### config.mk
export PLATFORM = sky130hd
export DESIGN_NAME = branch_resolve_unit
export DESIGN_NICKNAME = d
export VERILOG_FILES = /design/src/rtl/branch_resolve_unit.sv
export SDC_FILE = /design/constraint.sdc
export NUM_CORES = 1
export LEC_CHECK = 0
export CAP_MARGIN = 20
export CORE_MARGIN = 2
export CORE_UTILIZATION = 50
export DETAILED_ROUTE_END_ITERATION = 10
export GPL_TIMING_DRIVEN = 0
export PLACE_DENSITY = 0.82
export SYNTH_ARGS = -nofsm -noshare
export SYNTH_HDL_FRONTEND = slang
export SYNTH_SLANG_ARGS = --single-unit
### constraint.sdc
create_clock -name clk_i -period 8.4 [get_ports clk_i]
set_input_delay 1.26 -clock clk_i [delete_from_list [all_inputs] [get_ports clk_i]]
set_output_delay 1.26 -clock clk_i [all_outputs]
set_load 0.05 [all_outputs]
### src/rtl/branch_resolve_unit.sv
// EX-stage branch resolver: owns the ID/EX slice for branch info, evaluates the
// B-type condition on forwarded operands, and keeps saturating branch statistics.
module branch_resolve_unit #(
  parameter int XLEN  = 32,
  parameter int CNT_W = 32
) (
  input  logic             clk_i,
  input  logic             rst_i,
  input  logic             Stall_i,
  input  logic             Flush_ID_EX_i,
  input  logic             ID_Branch_i,
  input  logic             ID_predTaken_i,
  input  logic [2:0]       ID_funct3_i,
  input  logic [XLEN-1:0]  ID_pc_i,
  input  logic [XLEN-1:0]  ID_imm_i,
  input  logic [XLEN-1:0]  EX_rs1_data_i,
  input  logic [XLEN-1:0]  EX_rs2_data_i,
  input  logic             cnt_clr_i,
  output logic             EX_Branch_o,
  output logic             EX_predTaken_o,
  output logic             EX_realTaken_o,
  output logic             EX_mispredict_o,
  output logic [XLEN-1:0]  EX_redirect_pc_o,
  output logic [CNT_W-1:0] branch_cnt_o,
  output logic [CNT_W-1:0] taken_cnt_o,
  output logic [CNT_W-1:0] mispred_cnt_o
);

  localparam logic [2:0] F3_BEQ  = 3'b000;
  localparam logic [2:0] F3_BNE  = 3'b001;
  localparam logic [2:0] F3_BLT  = 3'b100;
  localparam logic [2:0] F3_BGE  = 3'b101;
  localparam logic [2:0] F3_BLTU = 3'b110;
  localparam logic [2:0] F3_BGEU = 3'b111;

  localparam logic [XLEN-1:0]  PC_STEP = XLEN'(4);
  localparam logic [CNT_W-1:0] CNT_MAX = '1;

  // ---------------------------------------------------------------------------
  // ID/EX slice
  // ---------------------------------------------------------------------------
  logic            branch_q, branch_d;
  logic            pred_q,   pred_d;
  logic [2:0]      funct3_q, funct3_d;
  logic [XLEN-1:0] pc_q,     pc_d;
  logic [XLEN-1:0] imm_q,    imm_d;

  logic bubble;
  assign bubble = Flush_ID_EX_i | Stall_i;

  always_comb begin
    // NOTE: every output of this block gets a value before any branch, so no latch is inferred.
    branch_d = ID_Branch_i;
    pred_d   = ID_predTaken_i;
    funct3_d = ID_funct3_i;
    pc_d     = ID_pc_i;
    imm_d    = ID_imm_i;
    // A bubble only has to kill the control bits; data fields simply hold.
    if (bubble) begin
      branch_d = 1'b0;
      pred_d   = 1'b0;
      funct3_d = funct3_q;
      pc_d     = pc_q;
      imm_d    = imm_q;
    end
  end

  always_ff @(posedge clk_i) begin
    // NOTE: non-blocking assignments keep every register sampling pre-edge values.
    if (rst_i) begin
      branch_q <= 1'b0;
      pred_q   <= 1'b0;
      funct3_q <= 3'b000;
      pc_q     <= '0;
      imm_q    <= '0;
    end else begin
      branch_q <= branch_d;
      pred_q   <= pred_d;
      funct3_q <= funct3_d;
      pc_q     <= pc_d;
      imm_q    <= imm_d;
    end
  end

  // ---------------------------------------------------------------------------
  // Condition evaluation and redirect target
  // ---------------------------------------------------------------------------
  logic rs_eq, rs_lt_s, rs_lt_u;
  logic cond;

  assign rs_eq   = (EX_rs1_data_i == EX_rs2_data_i);
  assign rs_lt_s = ($signed(EX_rs1_data_i) < $signed(EX_rs2_data_i));
  assign rs_lt_u = (EX_rs1_data_i < EX_rs2_data_i);

  always_comb begin
    cond = 1'b0;
    case (funct3_q)
      F3_BEQ:  cond = rs_eq;
      F3_BNE:  cond = ~rs_eq;
      F3_BLT:  cond = rs_lt_s;
      F3_BGE:  cond = ~rs_lt_s;
      F3_BLTU: cond = rs_lt_u;
      F3_BGEU: cond = ~rs_lt_u;
      default: cond = 1'b0;  // 010/011 are not branches: never taken
    endcase
  end

  logic [XLEN-1:0] target_pc;
  logic [XLEN-1:0] fallthrough_pc;

  assign target_pc      = pc_q + imm_q;
  assign fallthrough_pc = pc_q + PC_STEP;

  assign EX_Branch_o      = branch_q;
  assign EX_predTaken_o   = branch_q & pred_q;
  assign EX_realTaken_o   = branch_q & cond;
  assign EX_mispredict_o  = branch_q & (EX_realTaken_o ^ EX_predTaken_o);
  assign EX_redirect_pc_o = EX_realTaken_o ? target_pc : fallthrough_pc;

  // ---------------------------------------------------------------------------
  // Saturating performance counters
  // ---------------------------------------------------------------------------
  logic [CNT_W-1:0] branch_cnt_q,  branch_cnt_d;
  logic [CNT_W-1:0] taken_cnt_q,   taken_cnt_d;
  logic [CNT_W-1:0] mispred_cnt_q, mispred_cnt_d;

  function automatic logic [CNT_W-1:0] sat_inc(input logic [CNT_W-1:0] v);
    return (v == CNT_MAX) ? v : v + CNT_W'(1);
  endfunction

  always_comb begin
    branch_cnt_d  = branch_cnt_q;
    taken_cnt_d   = taken_cnt_q;
    mispred_cnt_d = mispred_cnt_q;
    // Clear beats any same-cycle increment.
    if (cnt_clr_i) begin
      branch_cnt_d  = '0;
      taken_cnt_d   = '0;
      mispred_cnt_d = '0;
    end else if (EX_Branch_o) begin
      branch_cnt_d = sat_inc(branch_cnt_q);
      if (EX_realTaken_o)  taken_cnt_d   = sat_inc(taken_cnt_q);
      if (EX_mispredict_o) mispred_cnt_d = sat_inc(mispred_cnt_q);
    end
  end

  always_ff @(posedge clk_i) begin
    if (rst_i) begin
      branch_cnt_q  <= '0;
      taken_cnt_q   <= '0;
      mispred_cnt_q <= '0;
    end else begin
      branch_cnt_q  <= branch_cnt_d;
      taken_cnt_q   <= taken_cnt_d;
      mispred_cnt_q <= mispred_cnt_d;
    end
  end

  assign branch_cnt_o  = branch_cnt_q;
  assign taken_cnt_o   = taken_cnt_q;
  assign mispred_cnt_o = mispred_cnt_q;

endmodule
# --- Word level (Yosys, flattened, before mapping) ---
# Cells that the tools add are included.
classes:
  add_sub_neg: 5
  order_cmp: 2
  eq_ne: 9
  n_mux: 2
  n_bitwise: 11
  n_reduce_logical: 6
op_table:
  columns: ["op", "count"]
  rows:
  - ["adder 32 x 1 -> 32 bit, second input constant", 3]
  - ["== test 32 bit, second input constant", 3]
  - ["less-than comparator 32 bit", 2]
  - ["adder 32 x 3 -> 32 bit, second input constant", 1]
  - ["adder 32 bit", 1]
  - ["== test 32 bit", 1]
  - ["two-way mux 32 bit", 1]
  - ["== test 3 bit, second input constant", 4]
  - ["NOT 1 bit", 6]
  - ["case mux 1 bit (6 select lines)", 1]
  - ["AND reduction 3 bit", 2]
  - ["OR reduction 2 bit", 2]
  - ["AND 1 bit", 3]
  - ["== test 3 x 1 -> 1 bit, second input constant", 1]
  - ["logical NOT 3 bit", 1]
  - ["AND reduction 2 bit", 1]
  - ["OR 1 bit", 1]
  - ["XOR 1 bit", 1]
totals:
  reg_bits: 165
  output_inout_bits: 132

# --- Depth between registers and ports, before layout ---
# Gate-level depths: netlist (run 1).
depth:
  word_depth: 7
  mapped_depth: 16
  mapped_depth_nobuf: 14

# --- Worst setup path before layout (run 1) ---
# No wires, ideal clock.
synth_path:
  path_kind: "input to output"
  startpoint: "input EX_rs2_data_i[9]"
  endpoint: "output EX_redirect_pc_o[2]"
  arrival_ps: 4555
  slack_ps: 2585
  path_stages: 14
  n_path_buf: 3
  cell_sequence: "inv_1 -> ha_1 -> a21o_1 -> a21o_1 -> a21oi_1 -> o21a_1 -> o221ai_1 -> a211oi_2 -> xnor2_1 -> a32o_1 -> buf_2 -> clkbuf_1 -> clkbuf_1 -> o21ai_0"
synth_via:
  elab_chain_len: 5
  elab_cells_between_ends: 9
  cone_classes: "order compare (2); eq/ne (1); mux (2); bitwise (4)"
synth_lines:
  columns: ["element", "line", "source"]
  rows:
  - ["start, declared", "17", "input logic [XLEN-1:0] EX_rs2_data_i,"]
  - ["less-than comparator 32 bit, or another cell as far along", "93", "assign rs_lt_u = (EX_rs1_data_i < EX_rs2_data_i);"]
  - ["NOT 1 bit, on equally long branches", "103, 101, 99", null]
  - ["case mux 1 bit (6 select lines) (*)", "97", "case (funct3_q)"]
  - ["AND 1 bit (*)", "116", "assign EX_realTaken_o = branch_q & cond;"]
  - ["two-way mux 32 bit (*)", "118", "assign EX_redirect_pc_o = EX_realTaken_o ? target_pc : fallthrough_pc;"]
  - ["end, declared", "23", "output logic [XLEN-1:0] EX_redirect_pc_o,"]
# Mark *: on every way between the ends. The rest lies on a longest branch, timed or not.

# --- Final worst setup path (run 1) ---
layout_path:
  startpoint: "input EX_rs2_data_i[5]"
  endpoint: "output EX_redirect_pc_o[3]"
# Same word-level chain as after synthesis.

==> results by stage, run 1 <==
Run status:
- The run finished with clean final reports.

Synthesis:
- Counting every instance in the synthesized netlist gives 1,290.
- The number of synthesized flops with an enable pin is 0.
- The number of nets handed over by synthesis was 1,496.
- By area, the combinational part of the netlist is dominated by simple AND/OR/NAND/NOR gates.
- In this run, synthesis produced a sequential element count of 165.
- The multiplexer share of the synthesized area is 1.353%.
- The synthesized netlist contains 63 unique library cells.
- The number of warnings reported in the yosys synthesis log is 0.
- Of the total synthesized cell area, the portion taken by XOR and XNOR cells is 9.384%.
- Summing the areas of all fa, ha and maj instances in the mapped netlist gives 8.594% of the synthesized area.
- The sequential element share of the synthesized area is 33.07%.
- For this run, the leading register cell type out of synthesis is sky130_fd_sc_hd__dfxtp_1.
- The summed instance area of the synthesized netlist is 0.009987 mm².
- The mean area per synthesized cell is 7.742 µm².
- The fraction of registers with async set or reset after synthesis is 0%.
- The complex-gate fraction of the synthesized area is 16.76%.
- The area share of and/or/nand/nor cells after synthesis is 26.48%.

Drt:
- Once detail routing completed, the nets flagged for antenna violations numbered 0.
- After detailed routing, no signal wire sits above met4.
- The routed layout has 10,150 vias.
- For this block, the initial DRC count from the detailed router was 535.
- The final layout contains routed wiring with a total length of 29,320 µm.
- The total routed wire length on the met1 layer is 12,350 µm.
- After detailed routing, the average wire length per cell comes to 15.80 µm.
- The number of vias per cell is 5.467.
- The routed length on met3 is 1931 µm.
- For this run, the detailed router's first-pass iteration total came to 5.
- After detailed routing, the met2 layer carries 14,370 µm of wire.
- In the routed design, unresolved DRC markers number 0.

Critical path:
- The critical path required time is 7.14 ns.
- By startpoint and endpoint, the worst setup path is classified as primary input to primary output.
- In this run the worst path has a maximum fanout of 10.
- Data arrives at the worst endpoint at 6.05 ns.
- The source of the worst register-to-register timing path is mispred_cnt_o[9].
- The slowest stage of the critical path is the sky130_fd_sc_hd__clkdlybuf4s50_1 cell.
- The worst reg-to-reg setup slack is 5.21 ns.
- On the critical path the largest part of the delay comes from buffers and inverters.
- STA classifies the critical path startpoint as a primary input.
- Together, buffers and inverters on the worst path number 6.
- In this run the worst setup path begins at EX_rs2_data_i[5].
- The critical path goes through clkdlybuf4s50_1 -> inv_1 -> ha_1 -> a21o_1 -> a21o_1 -> a21oi_1 -> o21a_1 -> o221ai_1 -> a211oi_2 -> xnor2_1 -> a32o_1 -> buf_2 -> clkbuf_1 -> clkbuf_1 -> nor2_1 -> a21oi_1 -> clkdlybuf4s50_1.
- The nature of the critical path endpoint is a primary output.
- The delay of the slowest critical-path stage is 0.87 ns.

STA:
- At the pin with the least slew margin, the transition time is 0.7928 ns.
- Of the available clock period, the critical path in the final layout requires 86.99%.
- The count of final setup violators is 0.
- The final count of pins violating max slew came to 0.
- The routed design could run at a clock period as short as 7.307 ns.
- The number of hold-slack violations in the final timing report was 0.
- The post-route clock skew is 0.01177 ns.
- The normalized max-slew margin is 46.57%.
- The setup total negative slack is 0 ns.
- The highest attainable clock frequency is 0.1369 GHz.
- Setup repair after global routing left no endpoint under its margin.

Clock network:
- Post-CTS repair changed the size of 0 cells.
- The clock latency on the worst-skew pair is 0.44 ns.
- The deepest level of the CTS H-tree is 4.
- TritonCTS built the clock tree.
- TritonCTS created 17 clock buffers.
- Clock tree synthesis found a total of 165 sinks.
- After clock tree synthesis, the clock-pin slew on the worst setup and hold paths is 0.07 ns.
- The cell at the root of the clock tree is sky130_fd_sc_hd__clkbuf_16.
- Hold repair after CTS inserted 0 buffers.
- The number of setup buffers added after CTS is 0.
- No sink is reached through more buffers than the 2 on the longest clock path.

Place:
- The total of buffers placed on input and output ports is 268.
- At the end of routability-driven placement, the weighted congestion stood at 0.8934.
- Detailed placement ended at an HPWL of 22,760 µm.

Power and ir drop:
- The clock network is responsible for 42.6% of the overall power.
- The proportion of total power due to net switching is 27.94%.
- The analysis attributes to cell leakage a power of 5.198 nW.
- The power density over the cells is 137.6 mW/mm².
- The share of power burned in combinational logic is 14.0%.
- The worst ir drop on vdd is 0.1318 mV.
- The part of the total power dissipated in sequential elements is 43.4%.
- The power dissipated by switching net loads is 523.4 µW.
- Internal power comes to 1.350 mW.

Global route:
- The residual overflow from global routing is 0.
- Global routing used 27.37% of the available tracks.
- The via count of the first global-routing pass came to 9,793.
- The largest net degree at the start of global routing is 19.
- The initial antenna violation count was 1.
- The wire length of the first global-routing pass is 47,700 µm.

Die:
- The core region is 0.01953 mm².
- The y dimension of the die is 145.3 µm.
- The die span in x is 145.3 µm.
- The site row count is 51.
- The number of top-level pins is 270.
- The die covers 0.02112 mm².
- The initial core utilization is 51.15%.

Cells and area:
- The count of fill cells added during filler insertion is 1,616.
- The most common cell after layout, fill and taps aside is sky130_fd_sc_hd__clkdlybuf4s50_1.
- For this run, the share of the core covered by cells in the final layout is 69.71%.
- The area growth from synthesis to layout is 36.29%.
- The top cell types in the final layout, fill and taps aside, are 268 x sky130_fd_sc_hd__clkdlybuf4s50_1, 222 x sky130_fd_sc_hd__nand2_1, 165 x sky130_fd_sc_hd__dfxtp_1.
- Of the cells placed in the final design, the portion with a size suffix greater than 1 is 4.214%.
- The net count of the finished layout is 1,783.

Flow run:
- Max-cap violations in this run came to 0.

Min path:
- The origin of the worst min-delay path is imm_q[10].
- The path class of the tightest hold or removal check is register to register.
## state kept, by name, summed over array words and instances (netlist names)
signal and cells:
pc_q 32, branch_cnt_o 32, mispred_cnt_o 32, funct3_q 3
EX_Branch_o 1, pred_q 1, taken_cnt_o 32, imm_q 32
## path summary, 6_finish.rpt
path                         end  depth (start not counted)
max          EX_redirect_pc_o[3]                         17
min                    imm_q[10]                          2
max reg2reg     mispred_cnt_o[9]                         13
min reg2reg            imm_q[10]                          2
## synthesized netlist by cell type, types with 13 or more instances
library cell               number  area share, %
sky130_fd_sc_hd__nand3_1       41            2.1
sky130_fd_sc_hd__and3_1        25            1.6
sky130_fd_sc_hd__clkbuf_1      45            1.7
sky130_fd_sc_hd__dfxtp_1      165             33
sky130_fd_sc_hd__nor3_1        15           0.75
sky130_fd_sc_hd__and2_1        13           0.81
sky130_fd_sc_hd__inv_1         55            2.1
sky130_fd_sc_hd__xnor2_1       45            3.9
sky130_fd_sc_hd__ha_1          67            8.4
sky130_fd_sc_hd__nand4_1       45            2.8
sky130_fd_sc_hd__nor2_1        91            3.4
sky130_fd_sc_hd__or3_1         30            1.9
sky130_fd_sc_hd__xor2_1        62            5.4
sky130_fd_sc_hd__nor4_1        13           0.81
sky130_fd_sc_hd__o21ai_0       52            2.6
sky130_fd_sc_hd__nand2_1      222            8.3
sky130_fd_sc_hd__a21o_1        30            2.3
sky130_fd_sc_hd__a21oi_1      135            6.8
## power groups by stage
stage | clock network, mW | registers [mW] | logic [mW]
6_report | 0.799 | 0.813 | 0.262
4_1_cts | 0.806 | 0.813 | 0.261
3_5_place_dp | 0 | 0.831 | 0.259
3_3_place_gp | 0 | 0.830 | 0.255
5_1_grt | 0.844 | 0.815 | 0.286
2_1_floorplan | 0 | 0.827 | 0.144
## per-stage QoR
| step | instances | total power [mW] | area, µm² | hold slack (ns) | setup WS (ns) |
|---|---|---|---|---|---|
| floorplan | 1290 | 0.9713 | 9987 | 0.4400 | 2.585 |
| global placement | 1823 | 1.085 | 13000 | 0.4469 | 1.159 |
| detailed placement | 1823 | 1.090 | 13000 | 0.4508 | 1.143 |
| CTS | 1855 | 1.880 | 13610 | 0.4610 | 1.104 |
| global route | 1856 | 1.945 | 13610 | 0.4817 | 0.8379 |
| finish | 1856 | 1.874 | 13610 | 0.4616 | 1.093 |
## worst reg2reg max path, delay by kind of cell (launching register included)
kind	cells	cell delay (ns)
simple gates	9	1.96
flops	1	0.41
buf+inv	2	0.33
mux	1	0.21
xor+xnor	1	0.15
## final cells by class
type	count	area [µm²]	share of cell area (%)
Antenna cell	1	2.502	0.01838
Buffer	55	224.0	1.645
Clock buffer	17	425.4	3.125
Clock inverter	15	182.7	1.342
Inverter	56	210.2	1.544
Multi-Input combinational cell	1014	6250	45.91
Sequential cell	165	3303	24.27
Tap cell	265	331.6	2.436
Timing Repair Buffer	268	2683	19.71
## layer usage
metal	track usage [%]	vias to the layer above
met1	33.69	4664
met5	0	-
li1	-	5092
met3	4.702	56
met2	48.93	335
met4	8.284	0
## kinds of logic after synthesis
logic type	Yosys count
AO/OA/AOI/OAI	281
XOR/XNOR	107
adder cells (fa/ha/maj)	68
buffers and inverters	111
flip-flops	165
multiplexers	12
AND/OR/NAND/NOR	546
No activity file was read; power rests on OpenSTA's default activity.
==> run 2, diff against run 1 <==
--- a/config.mk
+++ b/config.mk
@@ -11,6 +11,7 @@
 export DETAILED_ROUTE_END_ITERATION = 10
 export GPL_TIMING_DRIVEN = 0
 export PLACE_DENSITY = 0.82
+export SKIP_CTS_REPAIR_TIMING = 1
 export SYNTH_ARGS = -nofsm -noshare
 export SYNTH_HDL_FRONTEND = slang
 export SYNTH_SLANG_ARGS = --single-unit
==> results of run 2 <==
Same layout as run 1: the final DEF is identical, and so are final timing and power.
==> run 3, diff against run 2 <==
--- a/config.mk
+++ b/config.mk
@@ -5,8 +5,9 @@
 export SDC_FILE = /design/constraint.sdc
 export NUM_CORES = 1
 export LEC_CHECK = 0
+export ABC_CLOCK_PERIOD_IN_PS = 8400
 export CAP_MARGIN = 20
-export CORE_MARGIN = 2
+export CORE_MARGIN = 4
 export CORE_UTILIZATION = 50
 export DETAILED_ROUTE_END_ITERATION = 10
 export GPL_TIMING_DRIVEN = 0
==> run 3 against run 2 <==
Effect of this change:
- power fell by 0.91%
- maximum frequency rose by 0.71%
- combinational power barely moved
- die area rose by 5.6%
- utilization fell by 0.090 points
- first-iteration DRC count rose by 10%
- sequential power barely moved
- highest routed layer unchanged
==> results by stage, run 3 (synthesized netlist as in run 1, its figures left out) <==
Run status:
- The flow ran to the end, and the final reports show no timing, DRC or antenna violations.

Critical path:
- The maximum fanout along the worst path was 10 (unchanged).
- The critical path class is primary input to primary output.
- The data arrival at the endpoint of the critical path came to 6.00 ns (-0.05 ns).
- The startpoint of the worst setup timing path is EX_rs2_data_i[5].
- The kind of launch point of the worst setup path is a primary input.
- The worst register-to-register path ends at mispred_cnt_o[9].
- The nature of the critical path endpoint is a primary output.
- The critical path required time is 7.14 ns (about the same).
- The worst reg-to-reg setup slack is 5.13 ns (-0.08 ns).
- The path depth of the worst reg2reg path is 13 (unchanged).
- In this run the critical register-to-register path is launched from mispred_cnt_o[9].

Power and ir drop:
- The power dissipated by switching net loads is 526.2 µW (+0.53%).
- The power density over the cells is 136.6 mW/mm² (-0.78%).
- The leakage power is 5.190 nW (-0.16%).
- The internal power of the cells is 1.330 mW (-1.5%).
- The total power was 1.857 mW (-0.91%).
- The worst ir drop on vdd was 0.1262 mV (-4.2%).
- The relative contribution of the clock network to total power was 42.2% (-0.4 points).
- The share of power burned in combinational logic was 14.0% (about the same).
- The part of the total power dissipated in sequential elements is 43.8% (+0.4 points).
- The proportion of total power due to net switching was 28.34% (+0.41 points).

Global route:
- The largest net degree at the start of global routing is 19 (unchanged).
- The via count of the first global-routing pass was 9,961 (+1.7%).
- The residual overflow from global routing came to 0 (unchanged).
- The overall fraction of global-route tracks in use is 26.31% (-1.1 points).
- The initial antenna violation count is 1 (unchanged).
- The met1 track demand over resource in global routing is 32.96% (-0.73 points).
- The wire length of the first global-routing pass came to 47,820 µm (+0.26%).
- The fraction of met2 tracks used by global routing came to 46.64% (-2.3 points).
- The met3 routing resource usage after global routing is 4.072% (-0.63 points).
- met2 is the most crowded layer.

Clock network:
- The cell at the root of the clock tree is sky130_fd_sc_hd__clkbuf_16.
- The deepest level of the CTS H-tree is 4 (unchanged).
- The number of buffers added by the clock tree synthesis step is 17 (unchanged).
- The clock latency on the worst-skew pair came to 0.43 ns (about the same).
- TritonCTS built the clock tree.
- The sink count of the clock tree is 165 (unchanged).
- The clock edge transition at the registers on the reported setup and hold paths was 0.07 ns (about the same).
- The number of buffers on the longest clock path is 2 (unchanged).

STA:
- Setup repair after global routing left no endpoint under its margin.
- The highest attainable clock frequency is 0.1378 GHz (+0.71%).
- The minimum clock period is 7.256 ns (-0.05115 ns).
- The transition time at the pin with the least slew margin is 0.8379 ns (+0.04516 ns).
- The minimum setup slack in the final design came to 1.144 ns (+0.05115 ns).
- The final cycle utilization of the critical path is 86.38% (-0.61 points).
- The normalized max-slew margin is 43.71% (-2.9 points).
- The count of final setup violators is 0 (unchanged).
- The final count of pins violating max slew is 0 (unchanged).
- The number of hold-slack violations in the final timing report is 0 (unchanged).
- The worst hold slack after final layout is 0.4626 ns (+0.001004 ns).
- The post-route clock skew is 0.009244 ns (-0.002528 ns).
- The setup total negative slack is 0 ns (unchanged).

Die:
- The y dimension of the die is 149.3 µm (+2.8%).
- The die span in x is 149.3 µm (+2.8%).
- The core outline area is 0.01953 mm² (unchanged).
- The site row count came to 51 (unchanged).
- The die outline area is 0.02230 mm² (+5.6%).
- The initial core utilization is 51.15% (unchanged).
- The number of top-level pins is 270 (unchanged).

Place:
- The worst slack at placement was 1.130 ns (-0.01316 ns).
- The total of buffers placed on input and output ports is 268 (unchanged).
- The final weighted congestion in routability-driven placement is 0.9073 (+1.6%).
- The estimated wirelength of the detail-placed design is 23,370 µm (+2.7%).

Cells and area:
- The count of fill cells added during filler insertion is 1,651 (+2.2%).
- The area growth from synthesis to layout is 36.12%.
- The most common cell after layout, fill and taps aside is sky130_fd_sc_hd__clkdlybuf4s50_1.
- The proportion of layout cells with a drive suffix above 1 came to 4.214% (unchanged).
- The top cell types in the final layout, fill and taps aside, are 268 x sky130_fd_sc_hd__clkdlybuf4s50_1, 222 x sky130_fd_sc_hd__nand2_1, 165 x sky130_fd_sc_hd__dfxtp_1.
- The total number of nets in the final design is 1,783 (unchanged).

Drt:
- The total length of routed wires is 29,850 µm (+1.8%).
- The routed length per instance came to 16.08 µm (+1.8%).
- The DRC violation count after routing is 0 (unchanged).
- The number of vias in the routed layout is 10,160 (+0.099%).
- The number of vias per cell is 5.473 (about the same).
- The number of violations reported at the end of detailed-routing iteration 0 is 591 (+10%).
- The remaining number of nets flagged by the antenna check after routing came to 0 (unchanged).
- The first-pass detailed-route iteration total came to 7 (+2).

Min path:
- The type of the worst min-delay path is register to register.
- The sink of the worst hold path is imm_q[9].
- The number of cells traversed by the worst hold path is 2 (unchanged).
- In this run the most critical hold path is launched from imm_q[9].

Flow run:
- The max-cap violation count was 0 (unchanged).
[run 3: how the worst max path moves through the flow]
stage	endpoint	slack, ns
after floorplan	EX_redirect_pc_o[2]	2.59
after global placement	EX_redirect_pc_o[1]	1.16
after detailed placement	EX_redirect_pc_o[1]	1.13
after CTS	EX_redirect_pc_o[1]	1.10
after global routing	EX_redirect_pc_o[3]	0.78
final	EX_redirect_pc_o[1]	1.14
[run 3: final cells by class]
| cell class | instances | area (µm²) | area share, % |
|---|---|---|---|
| multi-input combinational | 1014 | 6250 | 45.97 |
| sequential | 165 | 3303 | 24.30 |
| timing repair buffer | 268 | 2683 | 19.73 |
| clock buffer | 18 | 439.2 | 3.231 |
| tap | 265 | 331.6 | 2.439 |
| buffer | 55 | 224.0 | 1.647 |
| inverter | 56 | 210.2 | 1.546 |
| clock inverter | 14 | 151.4 | 1.114 |
| antenna | 1 | 2.502 | 0.01841 |
[run 3: worst max-delay path: stages]
cell and delay (ns):
sky130_fd_sc_hd__clkdlybuf4s50_1 0.45, sky130_fd_sc_hd__inv_1 0.04, sky130_fd_sc_hd__ha_1 0.28, sky130_fd_sc_hd__a21o_1 0.18
sky130_fd_sc_hd__a21o_1 0.16, sky130_fd_sc_hd__a21oi_1 0.18, sky130_fd_sc_hd__o21a_1 0.13, sky130_fd_sc_hd__o221ai_1 0.14
sky130_fd_sc_hd__a211oi_2 0.29, sky130_fd_sc_hd__xnor2_1 0.15, sky130_fd_sc_hd__a32o_1 0.26, sky130_fd_sc_hd__buf_2 0.31
sky130_fd_sc_hd__clkbuf_1 0.45, sky130_fd_sc_hd__clkbuf_1 0.50, sky130_fd_sc_hd__nor2_1 0.08, sky130_fd_sc_hd__a21oi_1 0.26
sky130_fd_sc_hd__clkdlybuf4s50_1 0.87
[run 3: metrics by stage]
step | std cells | cell area (µm²) | util, %
6_report | 1856 | 13590 | 69.62
5_1_grt | 1856 | 13590 | 69.62
4_1_cts | 1855 | 13590 | 69.61
3_5_place_dp | 1823 | 13000 | 66.58
3_3_place_gp | 1823 | 13000 | 66.58
2_1_floorplan | 1290 | 9987 | -
[run 3: power groups by stage]
stage	Clock, mW	Combinational [mW]	Sequential, mW
global route	0.822	0.285	0.815
floorplan	0	0.144	0.827
finish	0.783	0.261	0.813
CTS	0.790	0.260	0.813
global placement	0	0.254	0.830
detailed placement	0	0.258	0.831
[run 3: routing by layer]
layer | part of all wire, % | routed length [µm] | vias up
li1 | - | - | 5089
met1 | 41 | 12360 | 4692
met2 | 49 | 14730 | 329
met3 | 7.1 | 2111 | 47
met4 | 2.2 | 656 | 0
met5 | 0 | 0 | -
